<file path="config.mk">
export PLATFORM = sky130hd
export DESIGN_NAME = ind_driver
export DESIGN_NICKNAME = d
export VERILOG_FILES = /design/src/rtl/ind_pkg.sv /design/src/rtl/ind_driver_bin2bcd_seq.sv /design/src/rtl/ind_driver.sv
export SDC_FILE = /design/constraint.sdc
export NUM_CORES = 1
export LEC_CHECK = 0
export CAP_MARGIN = 0
export CORE_MARGIN = 4
export CORE_UTILIZATION = 30
export CTS_CLUSTER_SIZE = 10
export DETAILED_ROUTE_END_ITERATION = 10
export SYNTH_ARGS = -nofsm -noshare
export SYNTH_HDL_FRONTEND = slang
export SYNTH_SLANG_ARGS = --single-unit
</file>
<file path="constraint.sdc">
create_clock -name clk_IND -period 2.4 [get_ports clk_IND]
set_clock_uncertainty 0.05 [all_clocks]
set_input_delay 0.36 -clock clk_IND [delete_from_list [all_inputs] [get_ports clk_IND]]
set_output_delay 0.36 -clock clk_IND [all_outputs]
set_load 0.05 [all_outputs]
</file>
<file path="src/rtl/ind_pkg.sv">
// Shared definitions for the indicator driver: control codes, FSM states,
// active-low 7-segment glyphs and the BCD-nibble to segment lookup.
package ind_pkg;

    localparam logic [2:0] CODE_P  = 3'd0;
    localparam logic [2:0] CODE_M  = 3'd1;
    localparam logic [2:0] CODE_D0 = 3'd2;
    localparam logic [2:0] CODE_D  = 3'd4;

    typedef enum logic [1:0] {
        ST_IDLE,
        ST_SHIFT,
        ST_DONE
    } state_t;

    // Bit 7 is dp, left dark (1) in every glyph; bit 0 is segment a.
    localparam logic [7:0] GLYPH_0     = 8'b1100_0000;
    localparam logic [7:0] GLYPH_1     = 8'b1111_1001;
    localparam logic [7:0] GLYPH_2     = 8'b1010_0100;
    localparam logic [7:0] GLYPH_3     = 8'b1011_0000;
    localparam logic [7:0] GLYPH_4     = 8'b1001_1001;
    localparam logic [7:0] GLYPH_5     = 8'b1001_0010;
    localparam logic [7:0] GLYPH_6     = 8'b1000_0010;
    localparam logic [7:0] GLYPH_7     = 8'b1111_1000;
    localparam logic [7:0] GLYPH_8     = 8'b1000_0000;
    localparam logic [7:0] GLYPH_9     = 8'b1001_0000;
    localparam logic [7:0] GLYPH_E     = 8'b1000_0110;
    localparam logic [7:0] GLYPH_R     = 8'b1010_1111;
    localparam logic [7:0] GLYPH_BLANK = 8'b1111_1111;

    function automatic logic [7:0] bcd_to_seg(input logic [3:0] nib);
        logic [7:0] g;
        case (nib)
            4'd0:    g = GLYPH_0;
            4'd1:    g = GLYPH_1;
            4'd2:    g = GLYPH_2;
            4'd3:    g = GLYPH_3;
            4'd4:    g = GLYPH_4;
            4'd5:    g = GLYPH_5;
            4'd6:    g = GLYPH_6;
            4'd7:    g = GLYPH_7;
            4'd8:    g = GLYPH_8;
            4'd9:    g = GLYPH_9;
            default: g = GLYPH_BLANK;
        endcase
        return g;
    endfunction

endpackage

</file>
<file path="src/rtl/ind_driver_bin2bcd_seq.sv">
// Sequential double-dabble converter: one bit per cycle, start/done handshake.
// state    | meaning
// ST_IDLE  | waiting for start_i, loads the binary operand
// ST_SHIFT | IND_1 adjust-and-shift cycles, down-counter tracks remaining bits
// ST_DONE  | bcd_o valid, done_o high for this one cycle
module bin2bcd_seq
    import ind_pkg::*;
#(
    parameter int IND_1  = 11,
    parameter int DIGITS = 4
) (
    input  logic                  clk_i,
    input  logic                  rst_n_i,
    input  logic                  start_i,
    input  logic [IND_1-1:0]      bin_i,
    output logic                  busy_o,
    output logic                  done_o,
    output logic [4*DIGITS-1:0]   bcd_o
);

    localparam int BW = 4 * DIGITS;
    localparam int CW = $clog2(IND_1);

    state_t            state_q;
    logic [IND_1-1:0]  bin_q;
    logic [BW-1:0]     bcd_q;
    logic [BW-1:0]     adj_d;
    logic [CW-1:0]     cnt_q;

    always_comb begin
        adj_d = bcd_q;
        for (int i = 0; i < DIGITS; i++) begin
            if (bcd_q[4*i +: 4] >= 4'd5) adj_d[4*i +: 4] = bcd_q[4*i +: 4] + 4'd3;
        end
    end

    always_ff @(posedge clk_i or negedge rst_n_i) begin
        if (!rst_n_i) begin
            state_q <= ST_IDLE;
            bin_q   <= '0;
            bcd_q   <= '0;
            cnt_q   <= '0;
            busy_o  <= 1'b0;
            done_o  <= 1'b0;
        end else begin
            case (state_q)
                ST_IDLE: begin
                    if (start_i) begin
                        bin_q   <= bin_i;
                        bcd_q   <= '0;
                        cnt_q   <= CW'(IND_1 - 1);
                        busy_o  <= 1'b1;
                        state_q <= ST_SHIFT;
                    end
                end
                ST_SHIFT: begin
                    bcd_q <= {adj_d[BW-2:0], bin_q[IND_1-1]};
                    bin_q <= bin_q << 1;
                    if (cnt_q == '0) begin
                        done_o  <= 1'b1;
                        state_q <= ST_DONE;
                    end else begin
                        cnt_q <= cnt_q - CW'(1);
                    end
                end
                ST_DONE: begin
                    done_o  <= 1'b0;
                    busy_o  <= 1'b0;
                    state_q <= ST_IDLE;
                end
                default: state_q <= ST_IDLE;
            endcase
        end
    end

    assign bcd_o = bcd_q;

endmodule

</file>
<file path="src/rtl/ind_driver.sv">
// Multiplexed 7-segment indicator driver behind the calculator ALU.
// Optional IND_LEADING_ZERO_BLANK_EN blanks leading zero digits.
module ind_driver
    import ind_pkg::*;
#(
    parameter int IND_1    = 11,
    parameter int CONTROL  = 3,
    parameter int DIGITS   = 4,
    parameter int SCAN_DIV = 16
) (
    input  logic                clk_IND,
    input  logic                rst_n_IND,
    input  logic [IND_1-1:0]    ind_1,
    input  logic [CONTROL-1:0]  control,
    output logic [7:0]          seg,
    output logic [DIGITS-1:0]   an,
    output logic                minus_led,
    output logic                busy
);

    localparam int BW = 4 * DIGITS;
    localparam int PW = $clog2(SCAN_DIV);
    localparam int IW = (DIGITS > 1) ? $clog2(DIGITS) : 1;

    logic [IND_1-1:0]   cap_val_q;
    logic [CONTROL-1:0] cap_ctl_q;
    logic [BW-1:0]      dbcd_q;
    logic [2:0]         dctl_q;
    logic               minus_q;
    logic [PW-1:0]      presc_q;
    logic [IW-1:0]      idx_q;
    logic [7:0]         seg_q;
    logic [DIGITS-1:0]  an_q;

    logic               cvt_busy;
    logic               cvt_done;
    logic [BW-1:0]      cvt_bcd;
    logic               start;
    logic [2:0]         code_n;
    logic [3:0]         nib;
    logic               blank;
    logic [7:0]         glyph_d;

    // The converter only accepts a start while idle, so this is also the change gate.
    assign start = !cvt_busy && ({ind_1, control} != {cap_val_q, cap_ctl_q});

    bin2bcd_seq #(
        .IND_1  (IND_1),
        .DIGITS (DIGITS)
    ) u_bin2bcd (
        .clk_i   (clk_IND),
        .rst_n_i (rst_n_IND),
        .start_i (start),
        .bin_i   (ind_1),
        .busy_o  (cvt_busy),
        .done_o  (cvt_done),
        .bcd_o   (cvt_bcd)
    );

    always_comb begin
        code_n = CODE_P;
        if (cap_ctl_q == CONTROL'(CODE_M))       code_n = CODE_M;
        else if (cap_ctl_q == CONTROL'(CODE_D0)) code_n = CODE_D0;
        else if (cap_ctl_q == CONTROL'(CODE_D))  code_n = CODE_D;
    end

    always_ff @(posedge clk_IND or negedge rst_n_IND) begin
        if (!rst_n_IND) begin
            cap_val_q <= '0;
            cap_ctl_q <= '0;
            dbcd_q    <= '0;
            dctl_q    <= CODE_P;
            minus_q   <= 1'b0;
        end else begin
            if (start) begin
                cap_val_q <= ind_1;
                cap_ctl_q <= control;
            end
            if (cvt_done) begin
                dbcd_q  <= cvt_bcd;
                dctl_q  <= code_n;
                minus_q <= (code_n == CODE_M);
            end
        end
    end

    always_comb begin
        nib     = 4'd0;
        blank   = 1'b0;
        glyph_d = GLYPH_BLANK;
        for (int i = 0; i < DIGITS; i++) begin
            if (idx_q == IW'(i)) nib = dbcd_q[4*i +: 4];
        end
`ifdef IND_LEADING_ZERO_BLANK_EN
        begin
            logic allz;
            allz = 1'b1;
            // Walk down from the top digit; a digit blanks only while everything above it is zero too.
            for (int i = DIGITS - 1; i > 0; i--) begin
                allz = allz & (dbcd_q[4*i +: 4] == 4'd0);
                if ((idx_q == IW'(i)) && allz && !((dctl_q == CODE_D) && (i <= 2))) blank = 1'b1;
            end
        end
`endif
        if (dctl_q == CODE_D0) begin
            if (idx_q == IW'(DIGITS - 1)) glyph_d = GLYPH_E;
            else if (idx_q != '0)         glyph_d = GLYPH_R;
        end else if (!blank) begin
            glyph_d = bcd_to_seg(nib);
            if ((dctl_q == CODE_D) && (idx_q == IW'(2))) glyph_d[7] = 1'b0;
        end
    end

    always_ff @(posedge clk_IND or negedge rst_n_IND) begin
        if (!rst_n_IND) begin
            presc_q <= '0;
            idx_q   <= '0;
            seg_q   <= GLYPH_BLANK;
            an_q    <= '1;
        end else if (presc_q == PW'(SCAN_DIV - 1)) begin
            presc_q <= '0;
            seg_q   <= glyph_d;
            an_q    <= ~(DIGITS'(1) << idx_q);
            idx_q   <= (idx_q == IW'(DIGITS - 1)) ? '0 : idx_q + IW'(1);
        end else begin
            presc_q <= presc_q + PW'(1);
        end
    end

    assign seg       = seg_q;
    assign an        = an_q;
    assign minus_led = minus_q;
    assign busy      = cvt_busy;

endmodule

</file>
### After elaboration in Yosys (flattened, before gate mapping)

Memories as Yosys holds them, arrays and structs flattened.
Index checks and enable logic that the tools add are counted.
Widths: inputs -> output; s select.

| storage, ports and cells | value |
|---|---|
| bits in registers | 87 |
| bits in read-only memories | 112 |
| input bits | 16 |
| output and inout bits | 14 |
| memories kept | 1 |

Memories:

| memory | words | width | read ports | clocked after memory_dff | write ports | RTL line | text |
|---|---|---|---|---|---|---|---|
| (name not given) | 16 | 7 | 1 | 0 | 0 | ind_pkg.sv:33 | `case (nib)` |

| operators by class | value |
|---|---|
| $add $sub $neg | 7 |
| $lt $le $gt $ge | 4 |
| equality and inequality tests | 16 |
| shift-type cells | 1 |
| mux-type cells | 31 |
| bitwise logic cells | 1 |
| reductions and logical operators | 15 |

Operators with widths:

| cell | count |
|---|---|
| $mux 4 | 10 |
| $pmux 16 s2 | 1 |
| $pmux 11 s2 | 1 |
| $ge 4x3->1 const B | 4 |
| $mux 16 | 1 |
| $mux 7 | 2 |
| $ne 14x14->1 | 1 |
| $add 4x2->4 const B | 3 |
| $mux 3 | 4 |
| $mux 11 | 1 |
| $mux 8 | 1 |
| $pmux 4 s2 | 1 |
| $reduce_and 2->1 | 4 |
| $reduce_bool 2->1 | 4 |
| $eq 2x2->1 const B | 3 |
| $eq 3x1->1 const B | 2 |
| $eq 3x2->1 const B | 2 |
| $eq 3x3->1 const B | 2 |
| $mux 2 | 3 |
| $add 4x1->4 const B | 1 |
| $eq 2x1->1 const B | 2 |
| $eq 4x4->1 const B | 1 |
| $logic_not 2->1 | 2 |
| $logic_not 4->1 | 1 |
| other kinds (13) | 18 |

### Depth between registers and ports, before layout

An unclocked memory read counts as a cell.

| logic depth | value |
|---|---|
| word-level depth | 7 |
| gate-level depth with buffers | 9 |

### By module

A second synthesis with hierarchy kept.

| unflattened totals | value |
|---|---|
| cell total of the unflattened synthesis | 418 |
| area, all modules | 4504.3 um2 |

By module, submodules not included:

| module | instances | cells an instance | area an instance (um2) |
|---|---|---|---|
| ind_driver | 1 | 221 | 2586.2 |
| bin2bcd_seq | 1 | 197 | 1918.1 |

### Least setup slack after synthesis

OpenSTA, ideal clock, no wires.

| timing path | value |
|---|---|
| kind | register to register |
| start point | register idx_q[1] |
| end point | register seg_q[3], in the netlist seg[3] |
| setup time | 0.077 ns |
| data arrival time | 1.862 ns |
| path slack | 0.411 ns |
| cell stages (with the launch flop) | 10 |
| buffers on the path | 1 |
| path through | dfrtp_1 > inv_1 > ha_1 > buf_2 > nand3b_1 > a221o_1 > inv_1 > ha_1 > o21a_1 > a31oi_1 |

| between the ends | value |
|---|---|
| word-level cells in the longest chain between the ends | 7 |

RTL lines:

| element | RTL line | text |
|---|---|---|
| start, declared | ind_driver.sv:31 | `logic [IW-1:0] idx_q;` |
| start signal, assigned | ind_driver.sv:124 | `idx_q <= (idx_q == IW'(DIGITS - 1)) ? '0 : idx_q + IW'(1);` |
| $logic_not 2->1 | ind_driver.sv:92 | `if (idx_q == IW'(i)) nib = dbcd_q[4*i +: 4];` |
| $mux 4 (4 in a row) | ind_driver.sv:92 |  |
| $mem_v2 16x7 | -- |  |
| $mux 8 (*) | ind_driver.sv:105 | `if (dctl_q == CODE_D0) begin` |
| end signal, assigned | ind_driver.sv:122 | `seg_q <= glyph_d;` |
| end, declared | ind_driver.sv:32 | `logic [7:0] seg_q;` |

Mark *: on every way between the ends. The rest lies on a longest branch, timed or not.
A chain may end at the register's enable or synchronous reset.

### Worst setup path after layout

| timing path | value |
|---|---|
| start point | register idx_q[0] |
| end point | register seg_q[2], in the netlist seg[2] |

Same word-level chain as after synthesis.

==> summary.md <==
| Metric | Value |
|---|---|
| #FFs+latches synth | `87` |
| Top-Level Pins | `30` |
| First-pass GRT wire length | `15.2 mm` |
| Grt ovf | `0` |
| Worst skew pair latency | `roughly 330 ps` |
| Initial antenna violation count | `0` |
| Inserted Clock Buffers | `9` |
| Core Region | `0.0140 mm2` |
| Vias in the first global route | `3151` |
| Commonest cells post-synth | `dfrtp_1 (75), nand2_1 (48), o21ai_0 (47)` |
| HP Class | `reg -> reg` |
| Largest net degree at the start of global routing | `39` |
| Area Growth Syn to Fin | `20.1%` |
| Minimum clock period | `2240 ps` |
| Post-route ant nets | `0` |
| Total wire length | `8.67 mm` |
| Asr flop ratio synth | `1.00` |
| Count of cell types in the netlist | `49` |
| Worst-Margin Slew | `580 ps` |
| Most numerous cell in the Yosys netlist | `dfrtp_1` |
| Starting Density | `0.310` |
| Port buffer count | `29` |
| Setup violators final | `0` |
| DRT iter0 DRCs | `about 220` |
| Status | `completed` |
| Die height | `128 um` |
| Total negative slack | `0 ps` |
| Sequential share of the synthesized area | `0.503` |
| Yosys warning count | `0` |
| Critical path endpoint category | `flop` |
| Peak Freq | `about 450 MHz` |
| Syn avg cell area | `around 11 um2` |
| HP Start | `an[0]$_DFFE_PN1N_` |
| Synth area leader | `dfrtp_1` |
| Vias per cell | `4.85` |
| Leak Pwr | `~2.4 nW` |
| # H-tree levels | `3` |
| RR Startpoint | `idx_q[0]$_DFFE_PN0N_` |
| Critical Path AT | `approximately 2500 ps` |
| WHS Path Cells | `2` |
| Worst vdd ir | `~0.00068 V` |
| Share of cells above drive strength 1 | `0.184` |
| Post-CTS setup buffers | `0` |
| CP Data Required Time | `2620 ps` |
| Pwr dens | `1270 mW/mm2` |
| GRT Util Overall | `0.113` |
| Hold Path End | `an[0]$_DFFE_PN1N_` |
| Fin. max-slew vios | `0` |
| WL per Instance | `between 10 and 15 um` |
| Max Cap Violations | `0` |
| Worst-case reg-to-reg path depth | `7` |
| HPWL after DPL | `6.43 mm` |
| Crit Reg-Reg Endpoint | `seg[2]$_DFFE_PN1N_` |
| R2R setup slack | `160 ps` |
| DIE WIDTH | `between 100 and 150 um` |
| Pre-CTS WS | `86.2 ps` |
| Top area cells in the synthesized netlist | `dfrtp_1 (43%), dfstp_2 (7.2%), o21ai_0 (5.4%)` |
| Final hold vios | `0` |
| Synth Flop Type | `dfrtp_1` |
| Number of cell rows | `43` |
| Clock root buffer | `clkbuf_16` |
| RSZ-0062 raised after global routing | `false` |
| Share of the synthesized area in the top cell type | `0.431` |
| Final #Nets | `479` |
| CTS tree | `built` |
| Cells after Synth | `408` |
| Longest Clk Path Bufs | `2` |
| Vias | `3057` |
| Syn Nets | `441` |
| Mapped cell area | `0.00436 mm2` |
| Crit share post-route | `0.934` |
| Multi-input gate area | `0.00201 mm2` |
| Fill cell count | `1368` |
| CP max FO | `9` |
| Remaining DRCs | `0` |
| Worst slew margin | `0.609` |
| Final worst setup slack | `159 ps` |
| Critical Path Start Type | `flop` |
| EDFF count, synth | `0` |
| Worst hold slack | `424 ps` |
| Seq. cell area | `around 0.0022 mm2` |
| Die area | `0.0165 mm2` |
| Clock sink count | `87` |
| Pre-antenna DRT Iters | `4` |
| Routability congestion estimate | `0.817` |
| Antenna diodes | `0` |
| Crit Path Class | `reg -> reg` |
| Clock transition at path regs | `60 ps` |
==> worst max path at each step <==
stage                         start                        endpoint  depth (start not counted)
5_1_grt        idx_q[0]$_DFFE_PN0N_              seg[3]$_DFFE_PN1N_                          8
2_1_floorplan  idx_q[1]$_DFFE_PN0N_              seg[3]$_DFFE_PN1N_                          9
3_3_place_gp   idx_q[0]$_DFFE_PN0N_              seg[4]$_DFFE_PN1N_                          8
4_1_cts        idx_q[0]$_DFFE_PN0N_              seg[4]$_DFFE_PN1N_                          8
3_5_place_dp               ind_1[2]  u_bin2bcd.bcd_o[8]$_DFFE_PN0P_                          7
6_report       idx_q[0]$_DFFE_PN0N_              seg[2]$_DFFE_PN1N_                          7
==> where the power goes <==
| group | internal [W] | leakage [nW] | total (W) | switching, W |
|---|---|---|---|---|
| sequential | 0.00208 | 1.06 | 0.00255 | 0.000466 |
| clock | 0.000782 | 0.136 | 0.00131 | 0.000526 |
| combinational | 0.00130 | 1.16 | 0.00278 | 0.00148 |
| total | 0.00417 | 2.35 | 0.00663 | 0.00247 |
==> per-layer routing <==
| metal | up-vias | GRT usage | part of all wire |
|---|---|---|---|
| met5 | - | 0 | 0 |
| met4 | 0 | 0.0222 | 0.0053 |
| met3 | 7 | 0.0320 | 0.035 |
| met2 | 60 | 0.179 | 0.47 |
| met1 | 1487 | 0.156 | 0.49 |
| li1 | 1503 | - | - |
==> through the flow <==
| stage | utilization | power, W | instances | instance area (um2) |
|---|---|---|---|---|
| 5_1_grt | 0.372 | 0.00715 | 630 | 5230 |
| 6_report | 0.372 | 0.00663 | 630 | 5230 |
| 3_5_place_dp | 0.351 | 0.00535 | 614 | 4920 |
| 4_1_cts | 0.371 | 0.00668 | 630 | 5210 |
| 3_3_place_gp | 0.351 | 0.00524 | 614 | 4920 |
| 2_1_floorplan | - | 0.00452 | 408 | 4360 |
==> registers in the layout, indices dropped and copies added, names as in the netlist <==
register,cells
an,4
cap_ctl_q,3
cap_val_q,11
dbcd_q,16
dctl_q,3
idx_q,2
minus_led,1
presc_q,4
seg,8
u_bin2bcd.bcd_o,16
u_bin2bcd.bin_q,11
u_bin2bcd.busy_o,1
u_bin2bcd.cnt_q,4
u_bin2bcd.done_o,1
u_bin2bcd.state_q,2
==> cell usage in the layout (no fill, tap or decap), types with 3 or more instances in the layout <==
| cell type | n |
|---|---|
| mux2_4 | 10 |
| a21oi_1 | 13 |
| nand2_1 | 48 |
| nor2_1 | 12 |
| buf_4 | 14 |
| clkbuf_8 | 3 |
| o22ai_1 | 6 |
| xor2_1 | 18 |
| clkbuf_16 | 9 |
| nand2b_1 | 5 |
| nand3_1 | 11 |
| o211a_1 | 3 |
| nor4_2 | 3 |
| inv_1 | 24 |
| ha_1 | 15 |
| clkbuf_1 | 3 |
| dfstp_2 | 12 |
| clkdlybuf4s50_1 | 28 |
| nor3_1 | 8 |
| mux2_2 | 20 |
| dfrtp_1 | 75 |
| xnor2_1 | 4 |
| a22o_1 | 6 |
| mux2i_1 | 10 |
| o21ai_0 | 47 |
| o31ai_1 | 7 |
==> critical path, cell delays in order, from the launching register on <==
cell and delay (ps):
dfrtp_1 380, ha_1 380, nand2b_1 210, o22ai_1 100, buf_4 160, o21ai_0 480
a21boi_0 270, o22a_1 160
==> cells by family (layout without fill, tap and decap cells) <==
group,Yosys count,after routing,synth area share
buf+inv,42,84,0.0399
flops,87,87,0.503
mux,40,40,0.109
simple gates,101,101,0.112
xor+xnor,22,22,0.0442
compound gates,99,99,0.143
fa+ha+maj,17,17,0.0488
==> repair_timing <==
item / CTS / global route
setup endpoints to repair: 0 / 2
endpoints found under the hold margin: 18 / 0
hold buffers: 1 / 0
resized for setup: 0 / 6
==> cell type report <==
cell class | count | area share
clock buffers | 15 | 0.0531
inverters | 24 | 0.0172
multi-input cells | 279 | 0.384
flip-flops and latches | 87 | 0.419
well taps | 180 | 0.0431
repair buffers | 45 | 0.0833
(Power assumes the default switching activity.)
